File: src/rtl/uart_pattern_gen.sv
// uart_pattern_gen
//   Test-pattern byte source for the en/rdy byte interface of uart_tx.
//   Produces a ramp, LFSR or constant payload stream, with optional CR/LF
//   line framing, an optional idle gap between bytes, and burst (count) or
//   continuous (count = 0, until stop) runs.
//
// Ports
//   clk       in   system clock, all logic on posedge
//   rst       in   synchronous active-high reset
//   start     in   level, sampled in IDLE, begins a run
//   stop      in   level, ends the run once the byte in flight completes
//   mode      in   0 ramp, 1 LFSR, 2 constant FIRST_CHAR, 3 as 0 (latched)
//   count     in   payload bytes per run, 0 = continuous (latched)
//   rdy       in   uart_tx idle / able to accept a byte
//   en        out  single-cycle load strobe to uart_tx
//   data_out  out  byte to uart_tx, stable from en until rdy returns
//   busy      out  high whenever the generator is not idle
//   done      out  one-cycle pulse on return to idle after a run
//   sent_cnt  out  payload bytes sent this run (EOL bytes excluded)
module uart_pattern_gen #(
   parameter logic [7:0] FIRST_CHAR = 8'h41,
   parameter logic [7:0] LAST_CHAR  = 8'h57,
   parameter int         LINE_LEN   = 16,
   parameter bit         EOL_CR     = 1'b1,
   parameter int         GAP_CYCLES = 0,
   parameter logic [7:0] LFSR_SEED  = 8'hA5
) (
   input  logic        clk,
   input  logic        rst,
   input  logic        start,
   input  logic        stop,
   input  logic [1:0]  mode,
   input  logic [15:0] count,
   input  logic        rdy,
   output logic        en,
   output logic [7:0]  data_out,
   output logic        busy,
   output logic        done,
   output logic [15:0] sent_cnt
);

   typedef enum logic [2:0] {
      S_IDLE,
      S_SEND,
      S_WAIT_ACC,
      S_WAIT_DONE,
      S_GAP
   } state_e;

   // What the byte currently on data_out is; drives EOL sequencing.
   typedef enum logic [1:0] {
      K_PAYLOAD,
      K_CR,
      K_LF
   } kind_e;

   localparam logic [7:0]  CHAR_CR    = 8'h0D;
   localparam logic [7:0]  CHAR_LF    = 8'h0A;
   localparam logic [15:0] LINE_LEN_V = 16'(LINE_LEN);
   localparam int          GAP_W      = (GAP_CYCLES > 1) ? $clog2(GAP_CYCLES) : 1;
   // Gap counter runs GAP_CYCLES-1 down to 0, one GAP cycle per value.
   localparam logic [GAP_W-1:0] GAP_LOAD = (GAP_CYCLES > 0) ? GAP_W'(GAP_CYCLES - 1) : '0;

   // Fibonacci LFSR, x^8+x^6+x^5+x^4+1, shifting towards the MSB.
   function automatic logic [7:0] lfsr_step(input logic [7:0] s);
      return {s[6:0], s[7] ^ s[5] ^ s[4] ^ s[3]};
   endfunction

   state_e         state_q, state_d;
   kind_e          kind_q, kind_d;
   logic [1:0]     mode_q, mode_d;
   logic [15:0]    count_q, count_d;
   logic [15:0]    sent_q, sent_d;
   logic [15:0]    line_q, line_d;
   logic [7:0]     lfsr_q, lfsr_d;
   logic [7:0]     pay_q, pay_d;      // last payload byte issued
   logic [7:0]     data_q, data_d;
   logic           en_q, en_d;
   logic           busy_q, busy_d;
   logic           done_q, done_d;
   logic [GAP_W-1:0] gap_q, gap_d;

   logic [15:0]    sent_inc;
   logic [15:0]    line_inc;
   logic [7:0]     nxt_pay;
   logic [7:0]     nxt_lfsr;
   logic           run_end;
   logic           eol_due;

   always_comb begin
      // NOTE: every signal assigned here gets a default first so no path
      // leaves it unassigned, which would otherwise infer a latch.
      state_d  = state_q;
      kind_d   = kind_q;
      mode_d   = mode_q;
      count_d  = count_q;
      sent_d   = sent_q;
      line_d   = line_q;
      lfsr_d   = lfsr_q;
      pay_d    = pay_q;
      data_d   = data_q;
      gap_d    = gap_q;
      en_d     = 1'b0;
      done_d   = 1'b0;

      // Counters as they stand once the byte in flight has completed.
      sent_inc = sent_q + 16'(kind_q == K_PAYLOAD);
      line_inc = line_q + 16'(kind_q == K_PAYLOAD);
      run_end  = ((count_q != 16'd0) && (sent_inc == count_q)) || stop;
      eol_due  = (LINE_LEN != 0) && (line_inc == LINE_LEN_V) && (kind_q != K_LF);

      nxt_lfsr = lfsr_q;
      case (mode_q)
         2'd1: begin
            nxt_lfsr = lfsr_step(lfsr_q);
            nxt_pay  = nxt_lfsr;
         end
         2'd2:    nxt_pay = FIRST_CHAR;
         default: nxt_pay = (pay_q == LAST_CHAR) ? FIRST_CHAR : pay_q + 8'd1;
      endcase

      case (state_q)
         S_IDLE: begin
            if (start && !stop) begin
               mode_d  = mode;
               count_d = count;
               sent_d  = '0;
               line_d  = '0;
               lfsr_d  = LFSR_SEED;
               kind_d  = K_PAYLOAD;
               pay_d   = (mode == 2'd1) ? LFSR_SEED : FIRST_CHAR;
               data_d  = pay_d;
               state_d = S_SEND;
            end
         end

         S_SEND: begin
            if (rdy) begin
               en_d    = 1'b1;
               state_d = S_WAIT_ACC;
            end
         end

         // rdy may still be high from the previous idle period; only its
         // fall proves the sink took the byte.
         S_WAIT_ACC: begin
            if (!rdy) state_d = S_WAIT_DONE;
         end

         S_WAIT_DONE: begin
            if (rdy) begin
               sent_d = sent_inc;
               line_d = line_inc;
               if (run_end) begin
                  done_d  = 1'b1;
                  state_d = S_IDLE;
               end else begin
                  if (eol_due) begin
                     kind_d = ((kind_q == K_PAYLOAD) && EOL_CR) ? K_CR : K_LF;
                     data_d = ((kind_q == K_PAYLOAD) && EOL_CR) ? CHAR_CR : CHAR_LF;
                  end else begin
                     if (kind_q == K_LF) line_d = '0;
                     kind_d = K_PAYLOAD;
                     pay_d  = nxt_pay;
                     lfsr_d = nxt_lfsr;
                     data_d = nxt_pay;
                  end
                  gap_d   = GAP_LOAD;
                  state_d = (GAP_CYCLES > 0) ? S_GAP : S_SEND;
               end
            end
         end

         S_GAP: begin
            if (stop) begin
               done_d  = 1'b1;
               state_d = S_IDLE;
            end else if (gap_q == '0) begin
               state_d = S_SEND;
            end else begin
               gap_d = gap_q - 1'b1;
            end
         end

         default: state_d = S_IDLE;
      endcase

      busy_d = (state_d != S_IDLE);
   end

   // NOTE: state is updated with non-blocking assignments so every flop
   // samples the pre-edge values, independent of statement order.
   always_ff @(posedge clk) begin
      if (rst) begin
         state_q <= S_IDLE;
         kind_q  <= K_PAYLOAD;
         mode_q  <= 2'd0;
         count_q <= '0;
         sent_q  <= '0;
         line_q  <= '0;
         lfsr_q  <= LFSR_SEED;
         pay_q   <= FIRST_CHAR;
         data_q  <= FIRST_CHAR;
         gap_q   <= '0;
         en_q    <= 1'b0;
         busy_q  <= 1'b0;
         done_q  <= 1'b0;
      end else begin
         state_q <= state_d;
         kind_q  <= kind_d;
         mode_q  <= mode_d;
         count_q <= count_d;
         sent_q  <= sent_d;
         line_q  <= line_d;
         lfsr_q  <= lfsr_d;
         pay_q   <= pay_d;
         data_q  <= data_d;
         gap_q   <= gap_d;
         en_q    <= en_d;
         busy_q  <= busy_d;
         done_q  <= done_d;
      end
   end

   assign en       = en_q;
   assign data_out = data_q;
   assign busy     = busy_q;
   assign done     = done_q;
   assign sent_cnt = sent_q;

endmodule
File: config.mk
export PLATFORM = sky130hd
export DESIGN_NAME = uart_pattern_gen
export DESIGN_NICKNAME = d
export VERILOG_FILES = /design/src/rtl/uart_pattern_gen.sv
export SDC_FILE = /design/constraint.sdc
export NUM_CORES = 1
export LEC_CHECK = 0
export CORE_ASPECT_RATIO = 0.7
export CORE_UTILIZATION = 46
export DETAILED_ROUTE_END_ITERATION = 8
export MAX_ROUTING_LAYER = met4
export PLACE_DENSITY = 0.75
export SLEW_MARGIN = 20
export SYNTH_ARGS = -nofsm -noshare
export SYNTH_HDL_FRONTEND = slang
export SYNTH_SLANG_ARGS = --single-unit
File: constraint.sdc
create_clock -name clk -period 6.7 [get_ports clk]
set_clock_uncertainty 0.1 [all_clocks]
set_input_delay 0.67 -clock clk [delete_from_list [all_inputs] [get_ports clk]]
set_output_delay 0.67 -clock clk [all_outputs]
set_load 0.01 [all_outputs]
==> results of run 1 <==
metrics by stage:
step | instance area (sq um) | total power [uW] | utilization, % | worst slack (ns)
CTS | 5460 | 1070 | 56.0 | 2.85
global route | 5460 | 1110 | 56.0 | 2.51
floorplan | 4650 | 553 | - | 3.48
detailed placement | 5170 | 582 | 52.9 | 2.86
finish | 5460 | 1070 | 56.0 | 2.85
global placement | 5170 | 581 | 52.9 | 2.92
where the power goes:
part / internal, uW / switching [uW]
registers: 494 / 7.76
clock network: 289 / 205
logic: 32.4 / 38.5
tightest hold or removal path, stage by stage (launching register included):
cell and delay [ns]:
dfxtp_1 0.33, nand2_1 0.06, a21oi_1 0.05
worst paths after layout:
| path | startpoint | to | slack, ns |
|---|---|---|---|
| worst min-delay path | mode_q[0]$_SDFFE_PP0P_ | mode_q[0]$_SDFFE_PP0P_ | 0.38 |
| worst max-delay path | kind_q[0]$_SDFFE_PP0P_ | line_q[15]$_SDFFE_PP0P_ | 2.85 |
| worst max register to register | kind_q[0]$_SDFFE_PP0P_ | line_q[15]$_SDFFE_PP0P_ | 2.85 |
| worst min register to register | mode_q[0]$_SDFFE_PP0P_ | mode_q[0]$_SDFFE_PP0P_ | 0.38 |
state kept, by name, indices dropped and copies added, names as in the netlist:
signal    count
mode_q        2
sent_cnt     16
busy          1
done          1
lfsr_q        8
line_q       16
count_q      16
kind_q        2
pay_q         8
en            1
data_out      8
state_q       3
routing by layer:
layer | vias up | track usage (%) | wire, um
met1 | 2006 | 38.8 | 6260
met5 | - | - | 0
met4 | 0 | 6.10 | 130
li1 | 2163 | - | -
met3 | 14 | 5.39 | 927
met2 | 188 | 33.2 | 5010
area by class of cell:
class                      count  area, sq um  share of cell area (%)
clock buffer                  10          229                    4.19
tap                          128          160                    2.93
clock inverter                 6         67.6                    1.24
inverter                       7         26.3                   0.481
sequential                    82         1640                    30.1
timing repair buffer          51          500                    9.16
multi-input combinational    465         2840                    51.9
cell usage after synthesis, drive strengths merged (4+ instances only):
master | instances | share of area, %
or3 | 5 | 0.67
and2 | 4 | 0.54
a32oi | 4 | 0.75
ha | 7 | 1.9
nor2b | 9 | 1.2
a211o | 4 | 0.75
nand3 | 23 | 2.5
nor3 | 22 | 2.5
nand3b | 8 | 1.3
a221oi | 5 | 0.94
a22oi | 7 | 1.1
nand4 | 14 | 2.7
inv | 7 | 0.56
or2 | 5 | 0.73
o21ai | 26 | 2.8
xor2 | 10 | 1.9
and3 | 5 | 0.67
mux2i | 16 | 3.4
a31o | 6 | 1.1
nor2 | 54 | 4.4
a21oi | 38 | 4.2
dfxtp | 82 | 35
buf | 10 | 1.2
nor4 | 11 | 1.9
a211oi | 5 | 0.91
and4 | 7 | 1.3
nand2 | 105 | 8.5
clkbuf | 25 | 2.1
xnor2 | 29 | 5.5
logic make-up after synthesis:
| group | Yosys count | share of synthesized area [%] |
|---|---|---|
| AO/OA/AOI/OAI | 115 | 16.6 |
| XOR/XNOR | 39 | 7.34 |
| adder cells (fa/ha/maj) | 7 | 1.88 |
| buffers and inverters | 42 | 3.85 |
| flip-flops | 82 | 35.3 |
| multiplexers | 17 | 3.68 |
| other | 1 | 0.0806 |
| AND/OR/NAND/NOR | 286 | 31.3 |
==> summary.txt, run 1 <==
Clock sinks: 82
Diode count: 0
Most frequent cells in the layout: 105 x nand2_1, 82 x dfxtp_1, 54 x nor2_1
Total global routing overflow: 0
DRC Markers: 0
Antenna Violating Nets Remaining: 0
Cell Count, Final, Fillers Out: 749
Synth Cell Area: 4650 sq um
Asr flop ratio synth: 0%
Synth Area per Inst: 7.90 sq um
Primary FF master, synth: dfxtp_1
Core area: 9760 sq um
Tmin final: 3.85 ns
Vias in the first global route: 3942
Vias per cell: 5.84
H-tree depth: 3
Post-Synthesis Cells: 589
Die Width: 122 um
Power Density: 195 nW/um^2
Post-CTS Resized: 0
Worst-Margin Slew: 0.994 ns
Final setup violation count: 0
Root Driver: clkbuf_16
Crit end category: register
Required time of the critical path: 6.88 ns
Slew Limit Headroom: 33.5%
Highest clock rate: 260 MHz
Slowest stage delay, CP: 0.45 ns
YS warnings: 0
Ports: 50
Share of layout cells above drive strength 1: 6.60%
Cells after DPL: 733
Worst Hold Class: register to register
Synthesized flop and latch total: 82
Unrepaired setup endpoints after global routing: no
Post-Syn Nets: 619
Worst path buffer plus inverter count: 0
Post-DP HPWL: 8840 um
Initial core utilization: 47.7%
VDD IR-drop max: 0.116 mV
# nets final: 646
Crit-path cells: nor2_1, ha_1, nand4_2, nor3_1, mux2_2, nor4_1, nand4_4, a21boi_4, or3b_1, nand3_1
Critical path class: register to register
Post-CTS Setup Inserts: 0
Final WL: 12300 um
Total of max-cap violations: 0
Crit start category: register
Routed WL per cell: 16.4 um
Drt first pass iters: 5
Period utilization: 57.5%
GRT Total Usage: 25.5%
Reg2Reg Depth: 10
First-pass GRT wire length: 20400 um
Clock-pin slew on the worst setup and hold paths: 0.06 ns
Chip height: 86.2 um
Num CTS Buffers: 9
Largest net degree at the start of global routing: 56
# hold bufs at CTS: 0
Worst-Skew Late Latency: 0.34 ns
Register area share after synthesis: 35.3%
CP max FO: 17
FP Rows: 30
Fin. max-slew vios: 0
WHS Path Cells: 2
Max Root-Sink Buffers: 2
Synth cell types: 70
Status: complete, no violations
EDFF count, synth: 0
Final setup TNS: 0 ns
CTS tree: yes
Critical Path Stages: 10
Layout area overhead: 17.4%
Port Buffers: 49
Crit path DAT: 4.03 ns
Die area: 10500 sq um
Initial antenna violation count: 0
Static Leak: 0.00188 uW
Hold slack: 0.383 ns
Global placement routability congestion: 0.905
DR vias: 4371
Crit path max-delay family: simple AND/OR/NAND/NOR gates
Slowest CP cell: nor4_1
DR iter-0 viols: 429
Fillers: 919
Most common cell after layout, fill and taps aside: nand2_1
Final hold vios: 0
(Power assumes the default switching activity.)
==> inputs of run 2 (changes only) <==
--- a/config.mk
+++ b/config.mk
@@ -9,7 +9,7 @@
 export CORE_UTILIZATION = 46
 export DETAILED_ROUTE_END_ITERATION = 8
 export MAX_ROUTING_LAYER = met4
-export PLACE_DENSITY = 0.75
+export PLACE_DENSITY = 0.78
 export SLEW_MARGIN = 20
 export SYNTH_ARGS = -nofsm -noshare
 export SYNTH_HDL_FRONTEND = slang
==> constraint.sdc (replaced) <==
create_clock -name clk -period 3.5 [get_ports clk]
set_clock_uncertainty 0.1 [all_clocks]
set_input_delay 0.35 -clock clk [delete_from_list [all_inputs] [get_ports clk]]
set_output_delay 0.35 -clock clk [all_outputs]
set_load 0.01 [all_outputs]
==> run 2 against run 1 <==
- via count rose by 4.0%
- first-iteration DRC count rose by 24%
- clock power grew 99%
- combinational power grew 100%
- wire length grew 3.2%
- sequential share of layout area decreased by 0.92 points
- largest power group is now the clock network
==> summary.txt, run 2 (synthesis gave the netlist of run 1 again) <==
Unrepaired setup endpoints after global routing: no
Critical path class: register to register
Most frequent cells in the layout: 105 x nand2_1, 82 x dfxtp_1, 53 x nor2_1
Worst-Skew Late Latency: 0.34 ns
Initial core utilization: 47.7%
Routed WL per cell: 16.6 um
Worst path buffer plus inverter count: 0
Most common cell after layout, fill and taps aside: nand2_1
Worst Hold Launch: rst
Cells after DPL: 751
DR vias: 4546
Worst Hold End: state_q[0]$_SDFF_PP0_
Core area: 9760 sq um
Multi-input gate area: 2860 sq um
Slew Limit Headroom: 36.7%
Final setup violation count: 0
Die Width: 122 um
Global placement routability congestion: 0.983
Share of layout cells above drive strength 1: 10.0%
Highest clock rate: 294 MHz
# nets final: 664
Crit path DAT: 3.53 ns
Die area: 10500 sq um
Power Density: 370 nW/um^2
GRT Total Usage: 26.0%
CTS tree: yes
Tmin final: 3.40 ns
Crit end category: register
# hold bufs at CTS: 0
Clock-pin slew on the worst setup and hold paths: 0.07 ns
Cell Count, Final, Fillers Out: 767
Vias in the first global route: 4071
Total global routing overflow: 0
CP max FO: 12
Hold slack: 0.380 ns
Antenna Violating Nets Remaining: 0
VDD IR-drop max: 0.235 mV
Max Root-Sink Buffers: 2
Worst Hold Class: input port to register
Period utilization: 97.0%
Fin. max-slew vios: 0
Status: complete, no violations
Largest net degree at the start of global routing: 31
Post-DP HPWL: 9350 um
Worst-Margin Slew: 0.946 ns
Diode count: 0
Port Buffers: 49
FP Rows: 30
Root Driver: clkbuf_16
Drt first pass iters: 6
Slowest CP cell: nor4_4
Layout area overhead: 21.1%
Num CTS Buffers: 9
Crit start category: register
Post-CTS Setup Inserts: 0
Reg area: 1640 sq um
WHS Path Cells: 2
Crit path max-delay family: simple AND/OR/NAND/NOR gates
Fillers: 906
Pwr Total: 2090 uW
Final setup TNS: 0 ns
DRC Markers: 0
RR Endpoint: pay_q[5]$_SDFFE_PP0P_
Final WL: 12700 um
Crit-path cells: nor2_2, ha_1, nand4_4, nor4_4, xor2_1, o21ai_0, nand4_4, a31o_4, and2_1, or2_1
Slowest stage delay, CP: 0.50 ns
Worst R2R Start: kind_q[0]$_SDFFE_PP0P_
Most used cell, CP: nand4_4
Ports: 50
Static Leak: 0.00198 uW
Required time of the critical path: 3.63 ns
FF-to-FF setup slack: 0.10 ns
Vias per cell: 5.93
First-pass GRT wire length: 20700 um
Initial antenna violation count: 0
Chip height: 86.2 um
Reg2Reg Depth: 10
Final hold vios: 0
H-tree depth: 3
DR iter-0 viols: 534
Clock sinks: 82
Total of max-cap violations: 0
## run 2: where the power goes
| part | leakage (uW) | internal, uW | total (uW) | switching, uW |
|---|---|---|---|---|
| clock network | 0.000145 | 565 | 983 | 418 |
| registers | 0.000663 | 946 | 960 | 14.2 |
| logic | 0.00117 | 65.5 | 142 | 76.2 |
## run 2: worst max-delay path by stage
stage	startpoint	endpoint	slack, ns	cells after the start
after floorplan	kind_q[0]$_SDFFE_PP0P_	pay_q[5]$_SDFFE_PP0P_	0.28	10
after global placement	kind_q[0]$_SDFFE_PP0P_	pay_q[5]$_SDFFE_PP0P_	0.15	10
after detailed placement	kind_q[0]$_SDFFE_PP0P_	pay_q[5]$_SDFFE_PP0P_	-0.06	10
after CTS	kind_q[0]$_SDFFE_PP0P_	pay_q[5]$_SDFFE_PP0P_	0.10	10
after global routing	kind_q[0]$_SDFFE_PP0P_	kind_q[1]$_SDFFE_PP0P_	0.03	9
final	kind_q[0]$_SDFFE_PP0P_	pay_q[5]$_SDFFE_PP0P_	0.10	10
## run 2: metrics by stage
step | utilization [%] | setup WS (ns) | instance area (sq um)
after floorplan | - | 0.282 | 4650
after global routing | 57.7 | 0.0305 | 5640
final | 57.7 | 0.104 | 5640
after global placement | 54.3 | 0.153 | 5300
after detailed placement | 54.3 | -0.0610 | 5300
after CTS | 57.6 | 0.100 | 5620
## run 2: layout make-up
class                           count  area share, %
Timing Repair Buffer               69           11.3
Tap cell                          128           2.84
Clock buffer                        9           4.00
Multi-Input combinational cell    465           50.8
Clock inverter                      7           1.47
Inverter                            7          0.466
Sequential cell                    82           29.1
## run 2: what timing repair did
| action | CTS | global route |
|---|---|---|
| endpoints found under the setup margin | 3 | 4 |
| gates cloned | 0 | 0 |
| resized for setup | 2 | 4 |
## run 2: per-layer routing
metal	GRT usage, %	up-vias	share of wire, %
li1	-	2190	-
met1	38.7	2146	49
met2	34.9	198	42
met3	5.59	12	8.4
met4	6.21	0	0.67
met5	-	-	0
